$ cat src/rtl/com_bus_arbiter_pkg.sv
// Shared definitions for the coherence-bus arbiter: default sizes and FSM state types.
package com_bus_arbiter_pkg;

  localparam int DEF_N_PROC   = 8;
  localparam int DEF_N_SNOOP  = 4;
  localparam int DEF_MAX_HOLD = 1024;

  typedef enum logic {P_IDLE, P_OWN} proc_state_t;
  typedef enum logic {S_IDLE, S_OWN} snp_state_t;

endpackage

$ cat src/rtl/com_bus_arbiter_if.sv
// Request/grant bundle between the cache wrappers (master) and the bus arbiter (slave).
interface com_bus_arbiter_if
  import com_bus_arbiter_pkg::*;
#(
  parameter int N_PROC  = DEF_N_PROC,
  parameter int N_SNOOP = DEF_N_SNOOP
);

  logic [N_PROC-1:0]  Com_Bus_Req_proc;
  logic [N_PROC-1:0]  Com_Bus_Gnt_proc;
  logic [N_SNOOP-1:0] Com_Bus_Req_snoop;
  logic [N_SNOOP-1:0] Com_Bus_Gnt_snoop;
  logic               Bus_busy;
  logic               Bus_timeout;

  modport master (
    output Com_Bus_Req_proc, Com_Bus_Req_snoop,
    input  Com_Bus_Gnt_proc, Com_Bus_Gnt_snoop, Bus_busy, Bus_timeout
  );

  modport slave (
    input  Com_Bus_Req_proc, Com_Bus_Req_snoop,
    output Com_Bus_Gnt_proc, Com_Bus_Gnt_snoop, Bus_busy, Bus_timeout
  );

endinterface

$ cat src/rtl/com_bus_arbiter_rr_pick.sv
// Combinational round-robin picker: first asserted request at or after ptr, wrapping.
module rr_pick #(
  parameter int N  = 8,
  parameter int PW = (N > 1) ? $clog2(N) : 1
) (
  input  logic [N-1:0]  req,
  input  logic [PW-1:0] ptr,
  output logic          valid,
  output logic [PW-1:0] idx
);

  int j;

  // Scan from the farthest candidate back to ptr so the nearest hit wins.
  always_comb begin
    valid = 1'b0;
    idx   = '0;
    j     = 0;
    for (int k = N - 1; k >= 0; k--) begin
      j = int'(ptr) + k;
      if (j >= N) j = j - N;
      if (req[j]) begin
        valid = 1'b1;
        idx   = PW'(j);
      end
    end
  end

endmodule

$ cat src/rtl/com_bus_arbiter.sv
// Coherence-bus arbiter: round-robin ownership, nested snoop grant inside the owner's
// tenure, and a sticky hold-time watchdog.
module com_bus_arbiter
  import com_bus_arbiter_pkg::*;
#(
  parameter int N_PROC   = DEF_N_PROC,
  parameter int N_SNOOP  = DEF_N_SNOOP,
  parameter int MAX_HOLD = DEF_MAX_HOLD,
  parameter int CNT_W    = $clog2(MAX_HOLD + 1)
) (
  input logic              clk,
  input logic              rst,
  com_bus_arbiter_if.slave bus
);

  localparam int PPW = (N_PROC > 1) ? $clog2(N_PROC) : 1;
  localparam int SPW = (N_SNOOP > 1) ? $clog2(N_SNOOP) : 1;

  proc_state_t        proc_state, proc_next;
  snp_state_t         snp_state, snp_next;
  logic [PPW-1:0]     pp, owner, p_idx;
  logic [SPW-1:0]     sp, snp_idx, s_idx;
  logic               p_valid, s_valid;
  logic [N_SNOOP-1:0] snp_elig;
  logic [CNT_W-1:0]   hold_cnt;
  logic               timeout;

  rr_pick #(.N(N_PROC), .PW(PPW)) u_proc_pick (
    .req   (bus.Com_Bus_Req_proc),
    .ptr   (pp),
    .valid (p_valid),
    .idx   (p_idx)
  );

  // Snoops only make sense during a tenure, and the owner never snoops itself.
  always_comb begin
    snp_elig = '0;
    for (int i = 0; i < N_SNOOP; i++)
      snp_elig[i] = bus.Com_Bus_Req_snoop[i] && (proc_state == P_OWN) && (owner != PPW'(i));
  end

  rr_pick #(.N(N_SNOOP), .PW(SPW)) u_snp_pick (
    .req   (snp_elig),
    .ptr   (sp),
    .valid (s_valid),
    .idx   (s_idx)
  );

  always_ff @(posedge clk or posedge rst) begin
    if (rst) begin
      proc_state <= P_IDLE;
      pp         <= '0;
      owner      <= '0;
    end else begin
      proc_state <= proc_next;
      if (proc_state == P_IDLE && p_valid) begin
        owner <= p_idx;
        pp    <= (p_idx == PPW'(N_PROC - 1)) ? '0 : p_idx + 1'b1;
      end
    end
  end

  // The owner keeps the bus until it has dropped its request and no snoop is in flight.
  always_comb begin
    proc_next = proc_state;
    case (proc_state)
      P_IDLE:  if (p_valid) proc_next = P_OWN;
      P_OWN:   if (!bus.Com_Bus_Req_proc[owner] && snp_state == S_IDLE) proc_next = P_IDLE;
      default: proc_next = P_IDLE;
    endcase
  end

  always_ff @(posedge clk or posedge rst) begin
    if (rst) begin
      snp_state <= S_IDLE;
      sp        <= '0;
      snp_idx   <= '0;
    end else begin
      snp_state <= snp_next;
      if (snp_state == S_IDLE && s_valid) begin
        snp_idx <= s_idx;
        sp      <= (s_idx == SPW'(N_SNOOP - 1)) ? '0 : s_idx + 1'b1;
      end
    end
  end

  always_comb begin
    snp_next = snp_state;
    case (snp_state)
      S_IDLE:  if (s_valid) snp_next = S_OWN;
      S_OWN:   if (!bus.Com_Bus_Req_snoop[snp_idx]) snp_next = S_IDLE;
      default: snp_next = S_IDLE;
    endcase
  end

  // Counts clock edges spent owning the bus; the grant is never revoked, only flagged.
  always_ff @(posedge clk or posedge rst) begin
    if (rst) begin
      hold_cnt <= '0;
      timeout  <= 1'b0;
    end else if (proc_state == P_IDLE) begin
      if (p_valid) hold_cnt <= '0;
    end else begin
      if (hold_cnt < CNT_W'(MAX_HOLD)) hold_cnt <= hold_cnt + 1'b1;
      if (hold_cnt >= CNT_W'(MAX_HOLD - 1)) timeout <= 1'b1;
    end
  end

  always_comb begin
    bus.Com_Bus_Gnt_proc  = '0;
    bus.Com_Bus_Gnt_snoop = '0;
    if (proc_state == P_OWN) bus.Com_Bus_Gnt_proc[owner]  = 1'b1;
    if (snp_state == S_OWN)  bus.Com_Bus_Gnt_snoop[snp_idx] = 1'b1;
    bus.Bus_busy    = (proc_state == P_OWN);
    bus.Bus_timeout = timeout;
  end

endmodule

$ cat src/flat_wrapper.sv
// flat-port wrapper written by rule: the top's interface ports become plain ports
module com_bus_arbiter_flat import com_bus_arbiter_pkg::*;
#(
  parameter int N_PROC   = DEF_N_PROC,
  parameter int N_SNOOP  = DEF_N_SNOOP,
  parameter int MAX_HOLD = DEF_MAX_HOLD,
  parameter int CNT_W    = $clog2(MAX_HOLD + 1)
)
  (clk, rst, bus_Com_Bus_Req_proc, bus_Com_Bus_Req_snoop, bus_Com_Bus_Gnt_proc, bus_Com_Bus_Gnt_snoop, bus_Bus_busy, bus_Bus_timeout);
  com_bus_arbiter_if #(.N_PROC(N_PROC), .N_SNOOP(N_SNOOP)) bus_i ();
  input logic clk;
  input logic rst;
  input wire logic [$bits(bus_i.Com_Bus_Req_proc)-1:0] bus_Com_Bus_Req_proc;
  input wire logic [$bits(bus_i.Com_Bus_Req_snoop)-1:0] bus_Com_Bus_Req_snoop;
  output wire logic [$bits(bus_i.Com_Bus_Gnt_proc)-1:0] bus_Com_Bus_Gnt_proc;
  output wire logic [$bits(bus_i.Com_Bus_Gnt_snoop)-1:0] bus_Com_Bus_Gnt_snoop;
  output wire logic [$bits(bus_i.Bus_busy)-1:0] bus_Bus_busy;
  output wire logic [$bits(bus_i.Bus_timeout)-1:0] bus_Bus_timeout;
  assign bus_i.Com_Bus_Req_proc = bus_Com_Bus_Req_proc;
  assign bus_i.Com_Bus_Req_snoop = bus_Com_Bus_Req_snoop;
  assign bus_Com_Bus_Gnt_proc = bus_i.Com_Bus_Gnt_proc;
  assign bus_Com_Bus_Gnt_snoop = bus_i.Com_Bus_Gnt_snoop;
  assign bus_Bus_busy = bus_i.Bus_busy;
  assign bus_Bus_timeout = bus_i.Bus_timeout;
  com_bus_arbiter #(.N_PROC(N_PROC), .N_SNOOP(N_SNOOP), .MAX_HOLD(MAX_HOLD), .CNT_W(CNT_W)) u_core (.clk(clk), .rst(rst), .bus(bus_i));
endmodule
$ cat config.mk
export PLATFORM = sky130hd
export DESIGN_NAME = com_bus_arbiter_flat
export DESIGN_NICKNAME = d
export VERILOG_FILES = /design/src/rtl/com_bus_arbiter_pkg.sv /design/src/rtl/com_bus_arbiter_if.sv /design/src/rtl/com_bus_arbiter_rr_pick.sv /design/src/rtl/com_bus_arbiter.sv /design/src/flat_wrapper.sv
export SDC_FILE = /design/constraint.sdc
export NUM_CORES = 1
export LEC_CHECK = 0
export CAP_MARGIN = 15
export CORE_MARGIN = 2
export CORE_UTILIZATION = 30
export CTS_CLUSTER_SIZE = 10
export DETAILED_ROUTE_END_ITERATION = 10
export PLACE_DENSITY_LB_ADDON = 0.25
export SLEW_MARGIN = 5
export SYNTH_ARGS = -nofsm -noshare
export SYNTH_HDL_FRONTEND = slang
export SYNTH_SLANG_ARGS = --single-unit
$ cat constraint.sdc
create_clock -name clk -period 8.6 [get_ports clk]
set_clock_uncertainty 0.1 [all_clocks]
set_input_delay 2.58 -clock clk [delete_from_list [all_inputs] [get_ports clk]]
set_output_delay 2.58 -clock clk [all_outputs]
set_load 0.005 [all_outputs]
==> impl_metrics.toml, run 1 <==
[run_status]
outcome = "completed"

[power]
ir_worst_vdd_v = 0.000149
p_leak_nw = 1.02
p_per_area_mw_per_mm2 = 403

[synth]
synth_ff_type = "dfrtp_1"
synth_top_area_cell = "dfrtp_1"
ys_async_sr_fraction = 1.00
yosysUniqueCellTypes = 56
synthTopCellsByArea = "dfrtp_1 (26%), mux4_2 (11%), mux2_2 (4.3%)"
yosys-top-cells-count = "dfrtp_1 (24), nand2_1 (24), nor2_1 (23)"
synthCells = 264
syn_area_mm2 = 0.00234
avgSynthCellArea_um2 = 8.87
syn-num-nets = 284
synth_edf_count = 0
yosysSeqAreaShare = 0.257
ys_seq_elements = 24
synth_warnings = 0
synth_top_area_share = 0.257

[critical_path]
path_class = "in -> reg"
cp_cell_sequence = "clkdlybuf4s50_1 > mux4_2 > mux2_2 > a211oi_4 > o21ai_1 > a31o_1 > a32oi_2 > ha_1 > ha_1 > nand2_1 > o21ai_1"
crit_path_start_kind = "primary input"
rr_worst_depth = 12
crit_end = "u_core.pp[2]$_DFFE_PP0P_"
required_ns = 8.65
startpoint = "bus_Com_Bus_Req_proc[1]"
reg2reg_to = "u_core.pp[2]$_DFFE_PP0P_"
crit_fanout = 6
end_kind = "flip-flop"
reg2reg_setup_slack_ns = 4.65
rr_startpoint = "u_core.pp[1]$_DFFE_PP0P_"
cp_slowest_cell = "mux4_2"
max_stage_delay_ns = 0.55
arrival_ns = 5.35

[floorplanning]
boundaryPins = 28
core_area_mm2 = 0.00765
dieArea_mm2 = 0.00853
rows = 32
fp.dieW_um = 92.3
die_h_um = 92.3
initial_utilization = 0.306

[job]
drv_cap = 0

[drt]
drtIter0Drc = 76
wirelength_um = 5430
wire_per_inst_um = 14.2
vias = 2021
drt-pass1-iter-count = 4
ant_nets = 0
viasPerCell = 5.29
drc = 0

[grt]
grt_pass1_wl_um = 9140
grt_overflow = 0
antenna_found_initial = 0
grt_max_degree = 25
grt_pass1_vias = 1855
track_usage = 0.131

[cts]
cts_num_sinks = 24
path_clk_slew_ns = 0.09
hold_buffers = 0
cts_tree = "built"
postCtsSetupRepairBufs = 0
clk_latency_ns = 0.26
post_cts_resized = 0
htreeDepth = 1
cts_root_buf = "clkbuf_8"
clockBufferDepth = 2
cts_buffers = 3

[timing]
finalSetupViolCount = 0
setup_ws_ns = 3.29
tightest_slew_ns = 0.928
holdWs_ns = 0.369
slew-limit-headroom = 0.374
hold_viol_final = 0
grt_setup_unrepaired = "no"
fmax_mhz = 188
finalCritPeriodShare = 0.617
post-route-min-period_ns = 5.31
fin_tns_setup_ns = 0
maxSlewViolCount = 0

[finish]
fin_cells = 382
fill_cells = 790
n_antenna_cell = 0
drive_above_1_share = 0.118
fin_nets = 301
final_util = 0.356
synthToLayoutAreaGrowth_pct = 16.3

[placement]
globalplace.congestion = 0.816
numPortBuffers = 27
dp_hpwl_um = 4120
dp.cells = 378
pre_cts_slack_ns = 3.01

[hold_path]
hold_class = "reg -> reg"
kinds of logic (layout without fill, tap and decap cells):
kind of cell	count (synthesis)	in the layout	synth area share
adders and majority gates	6	6	0.0321
DFF	24	24	0.257
AOI/OAI and AO/OA	80	80	0.237
xor gates and xnor gates	5	5	0.0187
buffers and inverters	27	43	0.0567
and+or+nand+nor	92	92	0.200
muxes	30	30	0.199
worst min path at each step:
stage | startpoint | to | slack, ns | depth (start not counted)
after floorplan | u_core.hold_cnt[9]$_DFFE_PP0P_ | u_core.hold_cnt[9]$_DFFE_PP0P_ | 0.35 | 1
after CTS | u_core.bus.Bus_timeout$_DFFE_PP0P_ | u_core.bus.Bus_timeout$_DFFE_PP0P_ | 0.38 | 1
after detailed placement | u_core.bus.Bus_timeout$_DFFE_PP0P_ | u_core.bus.Bus_timeout$_DFFE_PP0P_ | 0.36 | 1
final | u_core.bus.Bus_timeout$_DFFE_PP0P_ | u_core.bus.Bus_timeout$_DFFE_PP0P_ | 0.37 | 1
after global routing | u_core.bus.Bus_timeout$_DFFE_PP0P_ | u_core.bus.Bus_timeout$_DFFE_PP0P_ | 0.40 | 1
after global placement | u_core.bus.Bus_timeout$_DFFE_PP0P_ | u_core.bus.Bus_timeout$_DFFE_PP0P_ | 0.35 | 1
where the power goes:
| part | total (mW) | internal [mW] | leakage, nW | switching (mW) |
|---|---|---|---|---|
| clock network | 0.0984 | 0.0622 | 0.0357 | 0.0363 |
| logic | 0.743 | 0.360 | 0.682 | 0.383 |
| registers | 0.257 | 0.152 | 0.298 | 0.105 |
| total | 1.10 | 0.574 | 1.02 | 0.524 |
per-stage QoR:
step	power, mW	cell area, um^2
after floorplan	0.839	2340
after global placement	1.01	2650
after detailed placement	1.00	2650
after CTS	1.10	2720
after global routing	1.20	2720
final	1.10	2720
sequential cells by signal, summed over array words and instances, names as in the netlist:
name	cells
u_core.sp	2
u_core.hold_cnt	11
u_core.bus.Bus_busy	1
u_core.bus.Bus_timeout	1
u_core.owner	3
u_core.snp_state	1
u_core.snp_idx	2
u_core.pp	3
critical path, delay by kind of cell:
| family | cells | cell delay (ns) |
|---|---|---|
| mux | 2 | 0.89 |
| compound gates | 5 | 0.90 |
| buf+inv | 1 | 0.50 |
| fa+ha+maj | 2 | 0.42 |
| simple gates | 1 | 0.05 |
layout make-up:
class                      instances  area, um^2  share of cell area
clock buffer                       3        41.3              0.0152
clock inverter                     1        30.0              0.0110
multi-input combinational        213        1610               0.591
inverter                          12        45.0              0.0165
timing repair buffer              27         270              0.0993
tap                              102         128              0.0469
sequential                        24         601               0.221
layout by cell type (no fill, tap or decap), types with 2 or more instances in the layout:
| cell type | instances |
|---|---|
| and3_1 | 6 |
| inv_1 | 12 |
| o2111ai_1 | 3 |
| o311ai_0 | 3 |
| nand2b_1 | 7 |
| mux2_2 | 9 |
| nor2_4 | 2 |
| nand3_1 | 8 |
| o211ai_1 | 6 |
| nand2_1 | 24 |
| o221ai_1 | 2 |
| a21boi_0 | 2 |
| ha_1 | 6 |
| a211oi_1 | 3 |
| a21o_1 | 2 |
| o21ai_1 | 17 |
| o22ai_1 | 2 |
| clkbuf_8 | 3 |
| nand4_1 | 3 |
| xor2_1 | 2 |
| dfrtp_1 | 24 |
| nor2_1 | 23 |
| nand3b_1 | 2 |
| xnor2_1 | 3 |
| o21ai_0 | 8 |
| and2_1 | 4 |
| clkdlybuf4s50_1 | 27 |
| mux2i_1 | 8 |
| a21oi_1 | 12 |
| nor2b_1 | 4 |
| a22oi_1 | 2 |
| mux4_2 | 11 |
| nor3_1 | 4 |
| a31oi_1 | 5 |
metal layers:
layer | track usage | part of all wire | routed length (um) | up-vias
met5 | 0 | 0 | 0 | -
met2 | 0.217 | 0.46 | 2510 | 50
met3 | 0.00976 | 0.036 | 194 | 2
li1 | - | - | - | 1030
met1 | 0.187 | 0.49 | 2690 | 939
met4 | 0.0274 | 0.0063 | 34 | 0
Power figures use the tool's default switching activity.
==> run 2: changes to the inputs <==
clock period = 4.3 ns   (was 8.6 ns; I/O delays follow)
==> run 2 against run 1 <==
Effect of this change: first-iteration DRC count is 34% lower; cell area rose by 1.4%; critical path depth stayed put; sequential share of layout area is 0.30 points lower; worst setup slack got worse by 2.9 ns; global-route usage is 0.59 points higher; worst hold slack better by 0.015 ns; sequential power up 82%; die area is the same; flip-flop and latch count unchanged; critical endpoint unchanged; largest power group unchanged.
==> impl_metrics.toml, run 2 (synthesis gave the netlist of run 1 again) <==
[floorplanning]
die_h_um = 92.3
core_area_mm2 = 0.00765
initial_utilization = 0.306
fp.dieW_um = 92.3
dieArea_mm2 = 0.00853
boundaryPins = 28
rows = 32

[critical_path]
arrival_ns = 4.00
path_class = "in -> reg"
crit_path_start_kind = "primary input"
crit_end = "u_core.pp[2]$_DFFE_PP0P_"
reg2reg_setup_slack_ns = 0.93
reg2reg_to = "u_core.pp[2]$_DFFE_PP0P_"
rr_worst_depth = 12
startpoint = "bus_Com_Bus_Req_proc[1]"
end_kind = "flip-flop"
rr_startpoint = "u_core.pp[0]$_DFFE_PP0P_"
crit_fanout = 6
required_ns = 4.35

[timing]
fin_tns_setup_ns = 0
hold_viol_final = 0
post-route-min-period_ns = 3.95
holdWs_ns = 0.384
finalCritPeriodShare = 0.918
finalSetupViolCount = 0
slew-limit-headroom = 0.328
maxSlewViolCount = 0
grt_setup_unrepaired = "no"
fmax_mhz = 253
tightest_slew_ns = 0.996
setup_ws_ns = 0.351

[finish]
fill_cells = 793
reg_top3 = "u_core.hold_cnt (11), u_core.owner (3), u_core.pp (3)"
mostFrequentLayoutCell = "clkdlybuf4s50_1"
drive_above_1_share = 0.133
n_antenna_cell = 0
regMostFlops = "u_core.hold_cnt"
fin_area_mm2 = 0.00276
fin_cells = 387
synthToLayoutAreaGrowth_pct = 17.9
fin_nets = 306
layout_common_cells = "clkdlybuf4s50_1 (27), nand2_1 (24), dfrtp_1 (24)"
largest_reg_flops = 11
final_util = 0.361

[drt]
ant_nets = 0
drt-pass1-iter-count = 5
drtIter0Drc = 50
wire_per_inst_um = 14.7
viasPerCell = 5.45
vias = 2109
wirelength_um = 5710
drc = 0

[placement]
place_area_mm2 = 0.00269
pre_cts_slack_ns = 0.0635
dp.cells = 383
numPortBuffers = 27
dp_hpwl_um = 4290
globalplace.congestion = 0.870

[cts]
cts_tree = "built"
path_clk_slew_ns = 0.09
post_cts_resized = 0
cts_root_buf = "clkbuf_8"
cts_buffers = 3
cts_num_sinks = 24
hold_buffers = 0
clk_latency_ns = 0.27
postCtsSetupRepairBufs = 0
clockBufferDepth = 2
htreeDepth = 1

[hold_path]
hold_path.startpoint = "u_core.bus.Bus_timeout$_DFFE_PP0P_"
hold_class = "reg -> reg"

[power]
totalPowerFinal_mw = 2.27
p_leak_nw = 1.04
p_per_area_mw_per_mm2 = 824
ir_worst_vdd_v = 0.000283

[run_status]
outcome = "completed"

[grt]
track_usage = 0.136
grt_max_degree = 25
grt_pass1_vias = 2004
antenna_found_initial = 0
grt_pass1_wl_um = 9760
grt_overflow = 0

[job]
drv_cap = 0
run 2: changes by cell type in the layout (fill, tap and decap cells not counted):
| cell | before | now |
|---|---|---|
| buf_4 | 0 | 5 |
run 2: area by class of cell:
cell class	instances	area, um^2	share of cell area
sequential	24	601	0.218
tap	102	128	0.0462
clock buffer	3	41.3	0.0150
clock inverter	1	30.0	0.0109
timing repair buffer	32	308	0.112
inverter	12	45.0	0.0163
multi-input combinational	213	1610	0.583
run 2: power breakdown:
part	internal [mW]	total [mW]	leakage, nW	switching [mW]
registers	0.305	0.467	0.298	0.162
clock network	0.125	0.199	0.0357	0.0747
logic	0.756	1.61	0.707	0.852
total	1.19	2.27	1.04	1.09
run 2: worst min-delay path by stage:
stage          cells past startpoint  slack (ns)                            endpoint
6_report                           1        0.38  u_core.bus.Bus_timeout$_DFFE_PP0P_
5_1_grt                            1        0.41  u_core.bus.Bus_timeout$_DFFE_PP0P_
4_1_cts                            1        0.39      u_core.hold_cnt[9]$_DFFE_PP0P_
3_5_place_dp                       1        0.38  u_core.bus.Bus_timeout$_DFFE_PP0P_
3_3_place_gp                       1        0.35  u_core.bus.Bus_timeout$_DFFE_PP0P_
2_1_floorplan                      1        0.35      u_core.hold_cnt[9]$_DFFE_PP0P_
run 2: critical path: stages:
cell and delay, ns:
clkdlybuf4s50_1 0.49, mux4_2 0.55, mux2_2 0.34, a211oi_4 0.22, o21ai_1 0.10, a31o_1 0.24
a32oi_2 0.21, ha_1 0.20, ha_1 0.22, nand2_1 0.05, o21ai_1 0.07
run 2: layer usage:
layer  GRT usage  vias up  wire [um]  part of all wire
li1            -     1034          -                 -
met1       0.198     1029       2870              0.50
met2       0.219       40       2590              0.45
met3      0.0130        6        185             0.032
met4      0.0323        0         61             0.011
met5           0        -          0                 0
